===== config.mk =====
export PLATFORM = sky130hd
export DESIGN_NAME = tri_span_gen_flat
export DESIGN_NICKNAME = d
export VERILOG_FILES = /design/src/rtl/tri_span_gen_if.sv /design/src/rtl/tri_span_gen.sv /design/src/flat_wrapper.sv
export SDC_FILE = /design/constraint.sdc
export NUM_CORES = 2
export LEC_CHECK = 0
export ABC_AREA = 1
export CORE_UTILIZATION = 64
export CTS_CLUSTER_DIAMETER = 150
export DETAILED_ROUTE_END_ITERATION = 8
export PLACE_DENSITY = 0.95
export SLEW_MARGIN = 0
export SYNTH_ARGS = -nofsm -noshare
export SYNTH_HDL_FRONTEND = slang
export SYNTH_SLANG_ARGS = --single-unit

===== constraint.sdc =====
create_clock -name clk_in -period 15.2 [get_ports clk_in]
set_input_delay 3.04 -clock clk_in [delete_from_list [all_inputs] [get_ports clk_in]]
set_output_delay 3.04 -clock clk_in [all_outputs]
set_load 0.005 [all_outputs]

===== src/rtl/tri_span_gen_if.sv =====
// Handshake bundle between the triangle span generator, its requester and the span drawer.
interface tri_span_gen_if #(
    parameter int COORD_WIDTH = 16
);
    logic                          start;
    logic signed [COORD_WIDTH-1:0] x0, y0, x1, y1, x2, y2;
    logic                          span_busy_in;
    logic                          span_start;
    logic signed [COORD_WIDTH-1:0] span_y, span_xl, span_xr;
    logic                          busy;
    logic                          done;

    modport slave (
        input  start, x0, y0, x1, y1, x2, y2, span_busy_in,
        output span_start, span_y, span_xl, span_xr, busy, done
    );

    modport master (
        output start, x0, y0, x1, y1, x2, y2, span_busy_in,
        input  span_start, span_y, span_xl, span_xr, busy, done
    );
endinterface


===== src/rtl/tri_span_gen.sv =====
// Scan-converts a triangle into horizontal spans, one row at a time, using
// divider-free error-accumulation DDA on the long and short edges.
module tri_span_gen #(
    parameter int COORD_WIDTH = 16,
    parameter int FB_WIDTH    = 320,
    parameter int FB_HEIGHT   = 180
) (
    input  logic          clk_in,
    input  logic          rst_in,
    tri_span_gen_if.slave bus
);
    localparam int CW = COORD_WIDTH;
    localparam int EW = 2 * COORD_WIDTH + 1;
    localparam logic signed [EW-1:0] FB_W = EW'(FB_WIDTH);
    localparam logic signed [EW-1:0] FB_H = EW'(FB_HEIGHT);

    typedef enum logic [2:0] {
        S_IDLE, S_SORT, S_SETUP, S_STEP, S_EMIT, S_WAIT1, S_WAIT, S_FIN
    } state_t;

    state_t                r_state, w_nextState;
    logic            [1:0] r_sortCnt;
    logic signed  [CW-1:0] r_vx [3];
    logic signed  [CW-1:0] r_vy [3];
    logic signed  [CW-1:0] r_row, r_xL, r_xS;
    logic signed  [EW-1:0] r_errL, r_errS, r_dxL, r_dyL, r_dxS, r_dyS;
    logic signed  [CW-1:0] r_spanY, r_spanXl, r_spanXr;

    logic                  w_upL, w_dnL, w_upS, w_dnS, w_stepping;
    logic                  w_rowVisible, w_spanVisible, w_lastRow, w_advance;
    logic signed  [CW-1:0] w_xMin, w_xMax, w_min01, w_max01, w_min3, w_max3;
    logic signed  [EW-1:0] w_dx12, w_dy12;

    // An edge with dy == 0 never needs correcting; that also covers the flat triangle.
    assign w_upL = (r_dyL != '0) && (r_errL >= r_dyL);
    assign w_dnL = (r_dyL != '0) && (r_errL <= -r_dyL);
    assign w_upS = (r_dyS != '0) && (r_errS >= r_dyS);
    assign w_dnS = (r_dyS != '0) && (r_errS <= -r_dyS);
    assign w_stepping = w_upL || w_dnL || w_upS || w_dnS;

    assign w_xMin = (r_xS < r_xL) ? r_xS : r_xL;
    assign w_xMax = (r_xS < r_xL) ? r_xL : r_xS;
    assign w_min01 = (r_vx[1] < r_vx[0]) ? r_vx[1] : r_vx[0];
    assign w_max01 = (r_vx[1] < r_vx[0]) ? r_vx[0] : r_vx[1];
    assign w_min3 = (r_vx[2] < w_min01) ? r_vx[2] : w_min01;
    assign w_max3 = (r_vx[2] > w_max01) ? r_vx[2] : w_max01;
    assign w_dx12 = EW'(r_vx[2]) - EW'(r_vx[1]);
    assign w_dy12 = EW'(r_vy[2]) - EW'(r_vy[1]);

    assign w_rowVisible  = !r_row[CW-1] && (EW'(r_row) < FB_H);
    assign w_spanVisible = (EW'(w_xMin) < FB_W) && !w_xMax[CW-1];
    assign w_lastRow     = (r_row == r_vy[2]);

    assign bus.span_start = (r_state == S_WAIT1);
    assign bus.busy       = (r_state != S_IDLE) && (r_state != S_FIN);
    assign bus.done       = (r_state == S_FIN);
    assign bus.span_y     = r_spanY;
    assign bus.span_xl    = r_spanXl;
    assign bus.span_xr    = r_spanXr;

    always_ff @(posedge clk_in or posedge rst_in) begin
        if (rst_in) r_state <= S_IDLE;
        else        r_state <= w_nextState;
    end

    always_comb begin
        w_nextState = r_state;
        w_advance   = 1'b0;
        case (r_state)
            S_IDLE:  if (bus.start) w_nextState = S_SORT;
            S_SORT:  if (r_sortCnt == 2'd2) w_nextState = S_SETUP;
            S_SETUP: w_nextState = S_STEP;
            S_STEP:  if (!w_stepping) w_nextState = S_EMIT;
            S_EMIT: begin
                if (w_rowVisible && w_spanVisible) w_nextState = S_WAIT1;
                else if (w_lastRow)                w_nextState = S_FIN;
                else begin
                    w_nextState = S_STEP;
                    w_advance   = 1'b1;
                end
            end
            // The drawer has not registered span_start yet, so its busy is meaningless here.
            S_WAIT1: w_nextState = S_WAIT;
            S_WAIT: begin
                if (!bus.span_busy_in) begin
                    if (w_lastRow) w_nextState = S_FIN;
                    else begin
                        w_nextState = S_STEP;
                        w_advance   = 1'b1;
                    end
                end
            end
            S_FIN:   w_nextState = S_IDLE;
            default: w_nextState = S_IDLE;
        endcase
    end

    always_ff @(posedge clk_in or posedge rst_in) begin
        if (rst_in) begin
            r_sortCnt <= '0;
            for (int i = 0; i < 3; i++) begin
                r_vx[i] <= '0;
                r_vy[i] <= '0;
            end
            r_row    <= '0;
            r_xL     <= '0;
            r_xS     <= '0;
            r_errL   <= '0;
            r_errS   <= '0;
            r_dxL    <= '0;
            r_dyL    <= '0;
            r_dxS    <= '0;
            r_dyS    <= '0;
            r_spanY  <= '0;
            r_spanXl <= '0;
            r_spanXr <= '0;
        end else begin
            case (r_state)
                S_IDLE: begin
                    if (bus.start) begin
                        r_vx[0] <= bus.x0;  r_vy[0] <= bus.y0;
                        r_vx[1] <= bus.x1;  r_vy[1] <= bus.y1;
                        r_vx[2] <= bus.x2;  r_vy[2] <= bus.y2;
                        r_sortCnt <= '0;
                    end
                end
                // Three strict-less compare/swaps form a stable sort, so equal rows keep input order.
                S_SORT: begin
                    r_sortCnt <= r_sortCnt + 2'd1;
                    if (r_sortCnt == 2'd1) begin
                        if (r_vy[2] < r_vy[1]) begin
                            r_vx[1] <= r_vx[2];  r_vx[2] <= r_vx[1];
                            r_vy[1] <= r_vy[2];  r_vy[2] <= r_vy[1];
                        end
                    end else if (r_vy[1] < r_vy[0]) begin
                        r_vx[0] <= r_vx[1];  r_vx[1] <= r_vx[0];
                        r_vy[0] <= r_vy[1];  r_vy[1] <= r_vy[0];
                    end
                end
                S_SETUP: begin
                    r_row  <= r_vy[0];
                    r_errL <= '0;
                    r_errS <= '0;
                    if (r_vy[0] == r_vy[2]) begin
                        r_xL  <= w_min3;
                        r_xS  <= w_max3;
                        r_dxL <= '0;  r_dyL <= '0;
                        r_dxS <= '0;  r_dyS <= '0;
                    end else begin
                        r_xL  <= r_vx[0];
                        r_dxL <= EW'(r_vx[2]) - EW'(r_vx[0]);
                        r_dyL <= EW'(r_vy[2]) - EW'(r_vy[0]);
                        if (r_vy[0] == r_vy[1]) begin
                            r_xS  <= r_vx[1];
                            r_dxS <= w_dx12;
                            r_dyS <= w_dy12;
                        end else begin
                            r_xS  <= r_vx[0];
                            r_dxS <= EW'(r_vx[1]) - EW'(r_vx[0]);
                            r_dyS <= EW'(r_vy[1]) - EW'(r_vy[0]);
                        end
                    end
                end
                S_STEP: begin
                    if (w_upL) begin
                        r_xL <= r_xL + CW'(1);  r_errL <= r_errL - r_dyL;
                    end else if (w_dnL) begin
                        r_xL <= r_xL - CW'(1);  r_errL <= r_errL + r_dyL;
                    end
                    if (w_upS) begin
                        r_xS <= r_xS + CW'(1);  r_errS <= r_errS - r_dyS;
                    end else if (w_dnS) begin
                        r_xS <= r_xS - CW'(1);  r_errS <= r_errS + r_dyS;
                    end
                end
                S_EMIT: begin
                    if (w_rowVisible && w_spanVisible) begin
                        r_spanY  <= r_row;
                        r_spanXl <= w_xMin;
                        r_spanXr <= w_xMax;
                    end
                end
                default: ;
            endcase

            // Entering row y1 hands the short edge over from v0->v1 to v1->v2.
            if (w_advance) begin
                r_row  <= r_row + CW'(1);
                r_errL <= r_errL + r_dxL;
                if (r_row + CW'(1) == r_vy[1]) begin
                    r_xS   <= r_vx[1];
                    r_errS <= '0;
                    r_dxS  <= w_dx12;
                    r_dyS  <= w_dy12;
                end else begin
                    r_errS <= r_errS + r_dxS;
                end
            end
        end
    end
endmodule


===== src/flat_wrapper.sv =====
// flat-port wrapper written by rule: the top's interface ports become plain ports
module tri_span_gen_flat 
#(
    parameter int COORD_WIDTH = 16,
    parameter int FB_WIDTH    = 320,
    parameter int FB_HEIGHT   = 180
)
  (clk_in, rst_in, bus_start, bus_x0, bus_y0, bus_x1, bus_y1, bus_x2, bus_y2, bus_span_busy_in, bus_span_start, bus_span_y, bus_span_xl, bus_span_xr, bus_busy, bus_done);
  tri_span_gen_if #(.COORD_WIDTH(COORD_WIDTH)) bus_i ();
  input  logic clk_in;
  input  logic rst_in;
  input wire logic [$bits(bus_i.start)-1:0] bus_start;
  input wire logic [$bits(bus_i.x0)-1:0] bus_x0;
  input wire logic [$bits(bus_i.y0)-1:0] bus_y0;
  input wire logic [$bits(bus_i.x1)-1:0] bus_x1;
  input wire logic [$bits(bus_i.y1)-1:0] bus_y1;
  input wire logic [$bits(bus_i.x2)-1:0] bus_x2;
  input wire logic [$bits(bus_i.y2)-1:0] bus_y2;
  input wire logic [$bits(bus_i.span_busy_in)-1:0] bus_span_busy_in;
  output wire logic [$bits(bus_i.span_start)-1:0] bus_span_start;
  output wire logic [$bits(bus_i.span_y)-1:0] bus_span_y;
  output wire logic [$bits(bus_i.span_xl)-1:0] bus_span_xl;
  output wire logic [$bits(bus_i.span_xr)-1:0] bus_span_xr;
  output wire logic [$bits(bus_i.busy)-1:0] bus_busy;
  output wire logic [$bits(bus_i.done)-1:0] bus_done;
  assign bus_i.start = bus_start;
  assign bus_i.x0 = bus_x0;
  assign bus_i.y0 = bus_y0;
  assign bus_i.x1 = bus_x1;
  assign bus_i.y1 = bus_y1;
  assign bus_i.x2 = bus_x2;
  assign bus_i.y2 = bus_y2;
  assign bus_i.span_busy_in = bus_span_busy_in;
  assign bus_span_start = bus_i.span_start;
  assign bus_span_y = bus_i.span_y;
  assign bus_span_xl = bus_i.span_xl;
  assign bus_span_xr = bus_i.span_xr;
  assign bus_busy = bus_i.busy;
  assign bus_done = bus_i.done;
  tri_span_gen #(.COORD_WIDTH(COORD_WIDTH), .FB_WIDTH(FB_WIDTH), .FB_HEIGHT(FB_HEIGHT)) u_core (.clk_in(clk_in), .rst_in(rst_in), .bus(bus_i));
endmodule

==> summary.md <==
| Metric | Value |
|---|---|
| Top-count cell post-synth | `sky130_fd_sc_hd__nand2_1` |
| Top cell types by occurrence after synthesis | `1997 x sky130_fd_sc_hd__nand2_1, 603 x sky130_fd_sc_hd__inv_1, 543 x sky130_fd_sc_hd__a21oi_1, 463 x sky130_fd_sc_hd__nor2_1, 449 x sky130_fd_sc_hd__o21ai_0` |
| Final hold violations | `0` |
| Area of the multi-input gates | `0.0273 mm2` |
| Gpl congestion | `1.02` |
| Final worst clock skew | `0.0241 ns` |
| Drt initial violations | `5917` |
| Tightest slew margin relative to the limit | `13.0%` |
| Global-route usage over all layers | `42.6%` |
| Leading cell types by total area after synthesis | `sky130_fd_sc_hd__dfrtp_1 23%, sky130_fd_sc_hd__nand2_1 19%, sky130_fd_sc_hd__ha_1 13%, sky130_fd_sc_hd__a21oi_1 6.8%, sky130_fd_sc_hd__inv_1 5.7%` |
| Die span in y | `251 um` |
| Storage element area | `0.00908 mm2` |
| Max Fanout on Critical Path | `54` |
| Final global-route overflow total | `0` |
| Number of sinks handled by clock tree synthesis | `363` |
| Startpoint Class | `flip-flop` |
| Setup repair after global routing missed its margin | `no` |
| Status | `completed` |
| Initial cell density of the core | `65.3%` |
| Hold wc startpoint | `u_core.bus.span_y[11]` |
| Setup slack, reg-to-reg | `7.68 ns` |
| Count of non-filler cells in the finished layout | `7023` |
| Data arrival time at the worst-slack endpoint | `8.04 ns` |
| Area share of the largest cell type after synthesis | `22.9%` |
| Launching instance or port of the critical path | `u_core.r_dyL[31]` |
| Fraction of registers with async set/reset | `100%` |
| Number of buffers inserted for hold repair after clock tree synthesis | `0` |
| Hpwl dp | `102000 um` |
| Remaining routing DRC violations | `0` |
| Largest net degree at the start of global routing | `114` |
| Fillcell total | `5191` |
| Clock tree buffer depth | `3` |
| Library cell occupying the most area in the post-synthesis netlist | `sky130_fd_sc_hd__dfrtp_1` |
| Post-cts sizing count | `0` |
| Area of the core | `0.0608 mm2` |
| Routed wire length per instance | `19.5 um` |
| Cell at the root of the clock tree | `sky130_fd_sc_hd__clkbuf_16` |
| Hold Path Class | `reg -> reg` |
| Synthesis-to-finish area growth | `7.87%` |
| Num CTS Buffers | `42` |
| Register bit count reported by yosys | `363` |
| Termination of the worst setup path | `u_core.r_xL[14]` |
| Port buffer count | `150` |
| Number of nets at the end of the flow | `6746` |
| Final setup violation count | `0` |
| Vias after detailed routing | `43968` |
| I/O pin total | `151` |
| Proportion of synthesized chip area in sequential cells | `22.9%` |
| Die area | `0.0630 mm2` |
| Number of cell instances on the worst register-to-register path | `27` |
| Yosys synthesis warning count | `0` |
| Net count of the mapped netlist | `6752` |
| Unique cell type count in the Yosys netlist | `57` |
| Number of synthesized flops with an enable pin | `0` |
| Netlist Area Pre-Place | `0.0397 mm2` |
| Via/cell ratio | `6.26` |
| Data required time at the worst endpoint | `15.72 ns` |
| Standard-cell rows | `90` |
| Count of pins over their slew limit | `0` |
| Clk_lat worst skew | `0.60 ns` |
| Critical path endpoint category | `flip-flop` |
| Antenna viol nets, final | `0` |
| Worst slew pin tran | `1.30 ns` |
| Post-synthesis instance total | `6212` |
| Initial antenna violation count | `3` |
| Sum of negative setup slack | `0 ns` |
| Clock tree from TritonCTS | `yes` |
| Crit Reg-Reg Endpoint | `u_core.r_xL[14]` |
| Max Clk Rate | `133 MHz` |
| Critical path class | `reg -> reg` |
| Average cell area after synthesis | `6.39 um2` |
| Number of setup buffers added after CTS | `0` |
| Count of max-cap constraint violations | `0` |
| Primary FF master, synth | `sky130_fd_sc_hd__dfrtp_1` |
| Global-route wire length before repair | `216000 um` |
| Placed instance count | `6944` |
| Aggregate routed wire length | `137000 um` |
| Via count of the first global-routing pass | `40816` |
| Startpoint of the worst-slack reg-to-reg timing path | `u_core.r_dyL[31]` |
| Final clock period utilization by the worst path | `49.5%` |
| Width of the die | `251 um` |
| Count of TritonRoute iterations in the first routing pass | `9` |
| Tmin final | `7.52 ns` |
| Ratio of cells with drive above 1 in the final layout | `3.37%` |
| CTS H-tree lvls | `2` |
| CTS clock-pin slew for the worst setup and hold paths | `0.07 ns` |
## cell type report
class | instances | share of cell area (%)
clock buffers | 55 | 2.78
well taps | 782 | 2.29
flip-flops and latches | 363 | 21.2
inverters | 620 | 5.45
multi-input cells | 4998 | 63.7
clock inverters | 22 | 0.485
diodes | 2 | 0.0117
repair buffers | 181 | 4.05
## metrics by stage
stage	hold WS, ns	area (um2)	utilization [%]	worst slack (ns)
5_1_grt	0.481	42800	70.4	6.98
2_1_floorplan	0.456	39700	-	2.08
6_report	0.466	42800	70.4	7.68
3_5_place_dp	0.453	41400	68.1	7.94
3_3_place_gp	0.450	41400	68.1	8.26
4_1_cts	0.468	42800	70.4	7.90
## sequential cells by signal, summed over array words and instances (netlist names), 17 cells and up
register / cells
u_core.r_dxS: 33
u_core.r_vy: 48
u_core.r_dxL: 17
u_core.r_errL: 33
u_core.r_dyS: 33
u_core.r_dyL: 17
u_core.r_errS: 33
u_core.r_vx: 48
## per-layer routing
layer,GRT usage (%),wire length (um),vias up
li1,-,-,20515
met1,56.0,53200,20027
met2,65.8,58900,2840
met3,10.1,17500,580
met4,20.4,7270,6
met5,0,45,-
## cell families after synthesis
group | Yosys count | synth area share (%)
buffers and inverters | 851 | 8.60
AOI/OAI and AO/OA | 1307 | 18.3
DFF | 363 | 22.9
xor gates and xnor gates | 205 | 4.52
and+or+nand+nor | 3036 | 31.3
adders and majority gates | 440 | 14.1
muxes | 10 | 0.284
## how the worst min path moves through the flow
stage,end,cells after the start
6_report,u_core.bus.span_y[11],2
5_1_grt,u_core.bus.span_y[9],2
4_1_cts,u_core.bus.span_y[11],2
3_5_place_dp,u_core.bus.span_y[11],2
3_3_place_gp,u_core.bus.span_y[15],2
2_1_floorplan,u_core.r_dxL[15],2
## worst max-delay path, stage by stage, from the launching register on
cell and delay (ns):
sky130_fd_sc_hd__dfrtp_1 0.76, sky130_fd_sc_hd__clkinv_1 1.02, sky130_fd_sc_hd__ha_1 0.84, sky130_fd_sc_hd__nand2_2 0.13, sky130_fd_sc_hd__nor4_1 0.41, sky130_fd_sc_hd__nand3_1 0.14, sky130_fd_sc_hd__nand3_1 0.18, sky130_fd_sc_hd__nand2_1 0.07
sky130_fd_sc_hd__o211ai_1 0.18, sky130_fd_sc_hd__a21o_1 0.17, sky130_fd_sc_hd__nand2_1 0.06, sky130_fd_sc_hd__nand3_2 0.26, sky130_fd_sc_hd__buf_4 0.61, sky130_fd_sc_hd__ha_1 0.41, sky130_fd_sc_hd__a21oi_1 0.14, sky130_fd_sc_hd__nand2_1 0.11
sky130_fd_sc_hd__a21boi_0 0.30, sky130_fd_sc_hd__nor2_1 0.07, sky130_fd_sc_hd__o21ai_0 0.17, sky130_fd_sc_hd__nand2_1 0.11, sky130_fd_sc_hd__a21boi_0 0.31, sky130_fd_sc_hd__o21ai_0 0.16, sky130_fd_sc_hd__nand2_1 0.11, sky130_fd_sc_hd__nand2_1 0.07
sky130_fd_sc_hd__a21oi_1 0.17, sky130_fd_sc_hd__xnor2_1 0.15, sky130_fd_sc_hd__a21oi_1 0.08, sky130_fd_sc_hd__a21oi_1 0.17
## layout by cell type, fill, tap and decap left out, types with 34 or more instances in the layout
master	n
sky130_fd_sc_hd__o21ai_0	449
sky130_fd_sc_hd__a211oi_1	37
sky130_fd_sc_hd__clkdlybuf4s50_1	150
sky130_fd_sc_hd__nand4_1	43
sky130_fd_sc_hd__o21ai_1	44
sky130_fd_sc_hd__nor3_1	57
sky130_fd_sc_hd__a21oi_1	543
sky130_fd_sc_hd__clkbuf_16	43
sky130_fd_sc_hd__dfrtp_1	363
sky130_fd_sc_hd__nand2_1	1996
sky130_fd_sc_hd__o211ai_1	53
sky130_fd_sc_hd__xor2_1	171
sky130_fd_sc_hd__ha_1	427
sky130_fd_sc_hd__or2_2	40
sky130_fd_sc_hd__nor2_1	459
sky130_fd_sc_hd__inv_1	600
sky130_fd_sc_hd__xnor2_1	34
sky130_fd_sc_hd__nand3_1	343
sky130_fd_sc_hd__o221ai_1	34
Power is left out: the tool's default activity adds up to more than one toggle a clock period on the data nets, which glitch-free logic cannot reach.
